`src/rtl/jtsdram_scrambler.sv`:
```
// rtl/jtsdram_scrambler.sv - keyed address/data scrambler with inverse read-return path.
// Optional write-side self-check is built when JTSDRAM_SCRAMBLER_CHK_EN is defined.
module jtsdram_scrambler #(
    parameter int AW = 22,
    parameter int DW = 16
) (
    input  logic          clk_i,
    input  logic          rst_n_i,
    input  logic [4:0]    key_in_i,
    input  logic          key_we_i,
    output logic          key_busy_o,
    output logic [4:0]    key_o,
    input  logic          in_valid_i,
    output logic          in_ready_o,
    input  logic          in_prog_i,
    input  logic [AW-1:0] in_addr_i,
    input  logic [DW-1:0] in_data_i,
    output logic          out_valid_o,
    input  logic          out_ready_i,
    output logic [AW-1:0] out_addr_o,
    output logic [DW-1:0] out_data_o,
    input  logic          rd_valid_i,
    input  logic          rd_prog_i,
    input  logic [AW-1:0] rd_addr_i,
    input  logic [DW-1:0] rd_data_i,
    output logic          rdo_valid_o,
    output logic [DW-1:0] rdo_data_o,
    output logic          chk_err_o
);
    localparam int H  = AW / 2;
    localparam int NL = H / 4;
    localparam int NH = (AW - H) / 4;
    localparam int HD = DW / 2;
    localparam int ND = HD / 4;

    typedef enum logic [1:0] {RUN, DRAIN, APPLY} state_t;

    function automatic logic [3:0] swap4(input logic [3:0] a);
        return {a[2], a[0], a[3], a[1]};
    endfunction

    function automatic logic [3:0] iswap4(input logic [3:0] a);
        return {a[1], a[3], a[0], a[2]};
    endfunction

    function automatic logic [AW-1:0] alt_a(input logic lsb);
        logic [AW-1:0] r;
        for (int i = 0; i < AW; i++) r[i] = lsb ^ i[0];
        return r;
    endfunction

    function automatic logic [DW-1:0] alt_d(input logic lsb);
        logic [DW-1:0] r;
        for (int i = 0; i < DW; i++) r[i] = lsb ^ i[0];
        return r;
    endfunction

    localparam logic [AW-1:0] A5 = alt_a(1'b1);
    localparam logic [AW-1:0] AA = alt_a(1'b0);
    localparam logic [DW-1:0] D5 = alt_d(1'b1);
    localparam logic [DW-1:0] DA = alt_d(1'b0);

    function automatic logic [AW-1:0] addr_fwd(input logic [AW-1:0] a, input logic [4:0] k);
        logic [AW-1:0] r;
        r = a;
        if (k[0]) r = (r << H) | (r >> (AW - H));
        if (k[1]) for (int i = 0; i < NL; i++) r[i*4 +: 4] = swap4(r[i*4 +: 4]);
        if (k[2]) for (int i = 0; i < NH; i++) r[H+i*4 +: 4] = swap4(r[H+i*4 +: 4]);
        if (k[3]) r = r ^ A5;
        if (k[4]) r = r ^ AA;
        return r;
    endfunction

    // Only the low nibble of the recovered plain address is needed on the read side.
    function automatic logic [3:0] addr_inv_lo(input logic [AW-1:0] a, input logic [4:0] k);
        logic [AW-1:0] r;
        r = a;
        if (k[4]) r = r ^ AA;
        if (k[3]) r = r ^ A5;
        if (k[2]) for (int i = 0; i < NH; i++) r[H+i*4 +: 4] = iswap4(r[H+i*4 +: 4]);
        if (k[1]) for (int i = 0; i < NL; i++) r[i*4 +: 4] = iswap4(r[i*4 +: 4]);
        if (k[0]) r = (r >> H) | (r << (AW - H));
        return r[3:0];
    endfunction

    function automatic logic [DW-1:0] data_fwd(input logic [DW-1:0] d, input logic [3:0] s,
                                              input logic k4);
        logic [DW-1:0] r;
        r = d;
        if (s[0]) r = {r[HD-1:0], r[DW-1:HD]};
        if (s[1]) for (int i = 0; i < ND; i++) r[i*4 +: 4] = swap4(r[i*4 +: 4]);
        if (s[2]) for (int i = 0; i < ND; i++) r[HD+i*4 +: 4] = swap4(r[HD+i*4 +: 4]);
        if (s[3]) r = r ^ D5;
        if (k4)   r = r ^ DA;
        return r;
    endfunction

    function automatic logic [DW-1:0] data_inv(input logic [DW-1:0] d, input logic [3:0] s,
                                              input logic k4);
        logic [DW-1:0] r;
        r = d;
        if (k4)   r = r ^ DA;
        if (s[3]) r = r ^ D5;
        if (s[2]) for (int i = 0; i < ND; i++) r[HD+i*4 +: 4] = iswap4(r[HD+i*4 +: 4]);
        if (s[1]) for (int i = 0; i < ND; i++) r[i*4 +: 4] = iswap4(r[i*4 +: 4]);
        if (s[0]) r = {r[HD-1:0], r[DW-1:HD]};
        return r;
    endfunction

    state_t        state_q;
    logic [4:0]    key_q, pend_q;
    logic          out_valid_q, rdo_valid_q;
    logic [AW-1:0] out_addr_q;
    logic [DW-1:0] out_data_q, rdo_data_q;

    logic          accept_d;
    logic [AW-1:0] wr_addr_d;
    logic [3:0]    wr_e_d, rd_e_d;
    logic [DW-1:0] wr_data_d, rd_data_d;

    assign key_busy_o = (state_q != RUN);
    assign in_ready_o = ~key_busy_o & (~out_valid_q | out_ready_i);
    assign accept_d   = in_valid_i & in_ready_o;

    assign wr_addr_d = addr_fwd(in_addr_i, key_q);
    assign wr_e_d    = in_prog_i ? in_addr_i[3:0] : wr_addr_d[3:0];
    assign wr_data_d = data_fwd(in_data_i, key_q[3:0] ^ wr_e_d, key_q[4]);

    assign rd_e_d    = rd_prog_i ? addr_inv_lo(rd_addr_i, key_q) : rd_addr_i[3:0];
    assign rd_data_d = data_inv(rd_data_i, key_q[3:0] ^ rd_e_d, key_q[4]);

    always_ff @(posedge clk_i or negedge rst_n_i) begin
        if (!rst_n_i) begin
            state_q     <= RUN;
            key_q       <= '0;
            pend_q      <= '0;
            out_valid_q <= 1'b0;
            out_addr_q  <= '0;
            out_data_q  <= '0;
            rdo_valid_q <= 1'b0;
            rdo_data_q  <= '0;
        end else begin
            if (accept_d) begin
                out_valid_q <= 1'b1;
                out_addr_q  <= wr_addr_d;
                out_data_q  <= wr_data_d;
            end else if (out_ready_i) begin
                out_valid_q <= 1'b0;
            end
            rdo_valid_q <= rd_valid_i;
            if (rd_valid_i) rdo_data_q <= rd_data_d;
            // A key written while busy replaces the pending one; in APPLY it goes straight in.
            case (state_q)
                RUN: if (key_we_i) begin
                    pend_q  <= key_in_i;
                    state_q <= DRAIN;
                end
                DRAIN: begin
                    if (key_we_i) pend_q <= key_in_i;
                    if (!out_valid_q && !rdo_valid_q) state_q <= APPLY;
                end
                APPLY: begin
                    key_q   <= key_we_i ? key_in_i : pend_q;
                    state_q <= RUN;
                end
                default: state_q <= RUN;
            endcase
        end
    end

    assign key_o       = key_q;
    assign out_valid_o = out_valid_q;
    assign out_addr_o  = out_addr_q;
    assign out_data_o  = out_data_q;
    assign rdo_valid_o = rdo_valid_q;
    assign rdo_data_o  = rdo_data_q;

`ifdef JTSDRAM_SCRAMBLER_CHK_EN
    logic          chk_err_q;
    logic [DW-1:0] chk_data_d;

    assign chk_data_d = data_inv(wr_data_d, key_q[3:0] ^ wr_e_d, key_q[4]);

    always_ff @(posedge clk_i or negedge rst_n_i) begin
        if (!rst_n_i) begin
            chk_err_q <= 1'b0;
        end else if (accept_d && (chk_data_d != in_data_i)) begin
            chk_err_q <= 1'b1;
        end
    end

    assign chk_err_o = chk_err_q;
`else
    assign chk_err_o = 1'b0;
`endif

endmodule
```
`config.mk`:
```
export PLATFORM = sky130hd
export DESIGN_NAME = jtsdram_scrambler
export DESIGN_NICKNAME = d
export VERILOG_FILES = /design/src/rtl/jtsdram_scrambler.sv
export SDC_FILE = /design/constraint.sdc
export NUM_CORES = 1
export LEC_CHECK = 0
export BUFFER_PORTS_ARGS = -buffer_cell sky130_fd_sc_hd__buf_4
export CAP_MARGIN = 20
export CORE_MARGIN = 5
export CORE_UTILIZATION = 56
export CTS_CLUSTER_SIZE = 25
export DETAILED_ROUTE_END_ITERATION = 16
export GPL_TIMING_DRIVEN = 0
export PLACE_DENSITY = 0.86
export SETUP_SLACK_MARGIN = 0.1
export SYNTH_ARGS = -nofsm -noshare
export SYNTH_HDL_FRONTEND = slang
export SYNTH_SLANG_ARGS = --single-unit
```
`constraint.sdc`:
```
create_clock -name clk_i -period 3.8 [get_ports clk_i]
set_input_delay 0.38 -clock clk_i [delete_from_list [all_inputs] [get_ports clk_i]]
set_output_delay 0.38 -clock clk_i [all_outputs]
set_load 0.05 [all_outputs]
```
; ---- Word-level counts from Yosys, hierarchy flattened
; Cells that the tools add are included.
; W data, S select, Z words.
[totals]
register_bits = 68
wordCells = 65
[op_classes]
eq_ne = 4
mux = 28
bitwise = 17
n_reduce_logical = 8
[op_table]
columns = operator, n
row1 = $mux W16, 4
row2 = $mux W8, 6
row3 = $mux W15, 3
row4 = $mux W22, 2
row5 = $not A8 Y8, 5
row6 = $not A11 Y11, 2
row7 = $or A22 B11 Y22, 1
row8 = $mux W21, 1
row9 = $mux W4, 5
row10 = $mux W14, 1
row11 = $xor A4 B4 Y4, 2
row12 = $not A7 Y7, 1
row13 = $mux W5, 1
row14 = $mux W2, 2
row15 = $ne A2 B2 Y1 const B, 2
row16 = $or A4 B1 Y4 const B, 1
row17 = $pmux W2 S2, 1
row18 = $reduce_bool A2 Y1, 2
row19 = $and A1 B1 Y1, 2
row20 = $eq A2 B1 Y1 const B, 1
row21 = $eq A2 B2 Y1 const B, 1
row22 = $logic_not A1 Y1, 2
row23 = $logic_not A2 Y1, 1
row24 = $mux W1, 2
row25 = other kinds (5), 6

; ---- Logic depth before layout (Yosys ltp)
[logic_depth]
word_depth = 15
ltp_mapped = 11
mapped_depth_nobuf = 8

; ---- Worst setup path after synthesis
; No wires, ideal clock.
[synth_path]
kind = reg-to-reg
start = register key_q[4], in the netlist key_o[4]
end = register rdo_data_q[3], in the netlist rdo_data_o[3]
setup_time_ns = 0.126
arrival_ns = 2.734
required_ns = 3.674
setup_slack_ns = 0.939
stages_incl_launch_ff = 10
path_cell_list = dfrtp_1 -> buf_2 -> xor2_1 -> nor2_1 -> a211o_1 -> a31oi_1 -> xor2_2 -> mux2i_1 -> mux2i_1 -> a311o_1
[synth_via]
elab_chain_len = 9
word_cells_on_any_way = 13
[synth_rtl]
columns = element, line
row1 = from (decl), 111  ; logic [4:0] key_q, pend_q;
row2 = from (signal assigned), 163  ; key_q <= key_we_i ? key_in_i : pend_q;
row3 = $mux W14, 78  ; if (k[4]) r = r ^ AA;
row4 = $mux W15, 79  ; if (k[3]) r = r ^ A5;
row5 = $mux W4, 80  ; if (k[2]) for (int i = 0; i < NH; i++) r[H+i*4 +: 4] = iswap4(r[H+i*4 +: 4]);
row6 = $or A4 B1 Y4, 82  ; if (k[0]) r = (r >> H) | (r << (AW - H));
row7 = $mux W4, 82
row8 = $mux W4, 129  ; assign rd_e_d = rd_prog_i ? addr_inv_lo(rd_addr_i, key_q) : rd_addr_i[3:0];
row9 = $xor A4 B4 Y4, 130  ; assign rd_data_d = data_inv(rd_data_i, key_q[3:0] ^ rd_e_d, key_q[4]);
row10 = $mux W8 (on tied branches), "105, 104"
row11 = $mux W16 *, 106  ; if (s[0]) r = {r[HD-1:0], r[DW-1:HD]};
row12 = to (signal assigned), 151  ; if (rd_valid_i) rdo_data_q <= rd_data_d;
row13 = to (decl), 114  ; logic [DW-1:0] out_data_q, rdo_data_q;
; Every way passes the cells marked *; elsewhere a longest branch is shown, timed or not.
; A chain may end at the register's enable or synchronous reset.

; ---- Final worst setup path
; Ends and elaborated chain as after synthesis.

==> out/qor.yml <==
run_status:
  status: "finished, final reports clean"
synthesis:
  yosysTopAreaCell: "dfrtp_1"
  yosysTopAreaCellShare: 0.353
  synth_warnings: 0
  netlist_area_mm2: 0.00482
  async_flop_share: 1.00
  yosys-top-cells-area: "dfrtp_1 35%, mux2i_1 13%, xnor2_1 8.5%"
  synth.avg_cell_area_um2: 10.4
  synth_edf_count: 0
  synth_seq_area_share: 0.353
  ys_ff_latch: 68
  yosysUniqueCellTypes: 43
  syn_nets: 551
  synth_ff_type: "dfrtp_1"
  syn-instance-count: 462
sta:
  max-slew-margin-rel: 0.424
  rsz0062_at_grt: "false"
  fmax_ghz: 0.349
  fin_crit_ps: 2860
  hold_viol: 0
  setup_viol: 0
  worst_slack_ps: 935
  whs_ps: 111
  worstMarginPinSlew_ps: 864
  finalMaxSlewViolations: 0
  fin_skew_ps: 7.69
  min_period_over_period: 0.754
  finalSetupTns_ps: 0
placement:
  dp_hpwl_um: 9920
  gp_congestion: 0.830
  place_ws_ps: 995
  dpl-instance-area_mm2: 0.00596
  portBuffers: 134
clock_network:
  cts_resized: 0
  clock-sinks: 68
  numCtsBuffers: 9
  h-tree-depth: 3
  hold_buffers: 0
  worstSkewPairLatency_ps: 350
  post_cts_buffers: 0
  clk_pin_slew_ps: 80
  clockBufferDepth: 2
  ctsRootBufferMaster: "clkbuf_8"
  cts_tree: "done"
worst_setup_path:
  critPathKind: "reg2reg"
  crit_fanout: 8
  required_ps: 4040
  arrival_ps: 3110
  endpoint_kind: "flop"
  start_kind: "flop"
  r2r_cells: 9
routing:
  wl_per_cell_um: 18.1
  drc: 0
  drt-initial-drc-count: 210
  vias: 4161
  routed_via_density: 5.80
  drtPass1Iterations: 7
  ant_nets: 0
  drt-total-wl_um: 13000
floorplan:
  row_count: 33
  die_y_um: 103
  die_w_um: 103
  ios: 153
  dieArea_mm2: 0.0106
  core-area_mm2: 0.00830
  start_util: 0.581
finish:
  syn_to_final_growth_pct: 28.4
  diodes: 0
  nets: 696
  drive_above_1_share: 0.320
  fin_area_mm2: 0.00619
global_routing:
  grt_pass1_wl_um: 20900
  grt_pass1_vias: 4285
  gr-total-overflow: 0
  grt_max_degree: 69
  antenna_found_initial: 0
  grt_usage: 0.254
power_and_ir_drop:
  finalPower_uw: 6810
  p_per_area_mw_per_mm2: 1100
  max-vdd-ir-drop_mv: 0.658
  leakage_uw: 0.00287
hold_path:
  hp-class: "in2async"
run:
  cap_violations: 0
layout make-up:
cell class	count	area (um2)
sequential	68	1700
tap	105	131
buffer	35	180
clock inverter	6	95.1
inverter	3	11.3
multi-input combinational	356	2930
timing repair buffer	134	1010
clock buffer	10	138
fill	582	2100
path summary, 6_finish.rpt:
path / from / endpoint / slack [ps]
max: key_o[4] / rdo_data_o[3] / 940
min: rst_n_i / key_o[0] / 110
max reg2reg: key_o[4] / rdo_data_o[3] / 940
min reg2reg: rdo_valid_o / state_q[1] / 480
max in group asynchronous: rst_n_i / out_data_o[3] / 3090
min in group clk_i: rd_valid_i / rdo_valid_o / 180
power by group:
group	internal [uW]	switching [uW]
Combinational	1890	2930
Clock	395	316
Sequential	1070	205
cell usage in the layout (no fill, tap or decap), drive strengths merged, types with 5 or more instances in the layout:
cell    count
a221o       8
nor3        5
xnor2      47
a21oi      16
nand2      44
o211ai      6
buf       153
inv         5
nor2       27
mux2        9
clkbuf     26
nand3       9
o21ai      43
xor2       21
mux2i      66
mux4       20
dfrtp      68
nor2b       8
worst max-delay path, stage by stage, from the launching register on:
cell,delay (ps)
dfrtp_1,370
buf_2,200
xor2_1,170
nor2_1,60
a211o_1,270
a31oi_1,250
xor2_2,560
mux2i_1,430
mux2i_1,120
a311o_1,320
registers in the layout (all words and copies together) (netlist names):
| register | flops |
|---|---|
| key_o | 5 |
| out_addr_o | 22 |
| out_data_o | 16 |
| out_valid_o | 1 |
| pend_q | 5 |
| rdo_data_o | 16 |
| rdo_valid_o | 1 |
| state_q | 2 |
logic make-up (layout without fill, tap and decap cells):
logic type | after synthesis | count (layout) | share of synthesized area
DFF | 68 | 68 | 0.353
muxes | 95 | 95 | 0.262
xor gates and xnor gates | 68 | 68 | 0.133
other | 1 | 1 | 0.000777
buffers and inverters | 38 | 188 | 0.0397
and+or+nand+nor | 104 | 104 | 0.0954
AOI/OAI and AO/OA | 88 | 88 | 0.117
metrics by stage:
| stage | cells | utilization |
|---|---|---|
| final | 717 | 0.746 |
| after floorplan | 462 | - |
| after global placement | 701 | 0.718 |
| after global routing | 717 | 0.746 |
| after CTS | 717 | 0.746 |
| after detailed placement | 701 | 0.718 |
per-layer routing:
layer,part of all wire,track usage,vias up
li1,-,-,1947
met1,0.39,0.315,2038
met2,0.51,0.446,159
met3,0.083,0.0562,17
met4,0.013,0.0727,0
met5,0,0,-
cell usage after synthesis (4+ instances only):
master    instances
a21oi_1          15
mux2_2            8
mux4_2           14
buf_1             5
mux4_1            6
o21ai_0          37
mux2i_1          64
nor2_1           27
buf_4             4
clkbuf_1         16
nand2_1          44
o21ai_1           6
xnor2_1          47
a311o_1           4
nor2b_1           8
nand2b_1          4
dfrtp_1          68
a221o_1           8
nor3_1            5
xor2_1           18
o211ai_1          6
nand3_1           9
buf_2             8
(Power assumes the default switching activity.)
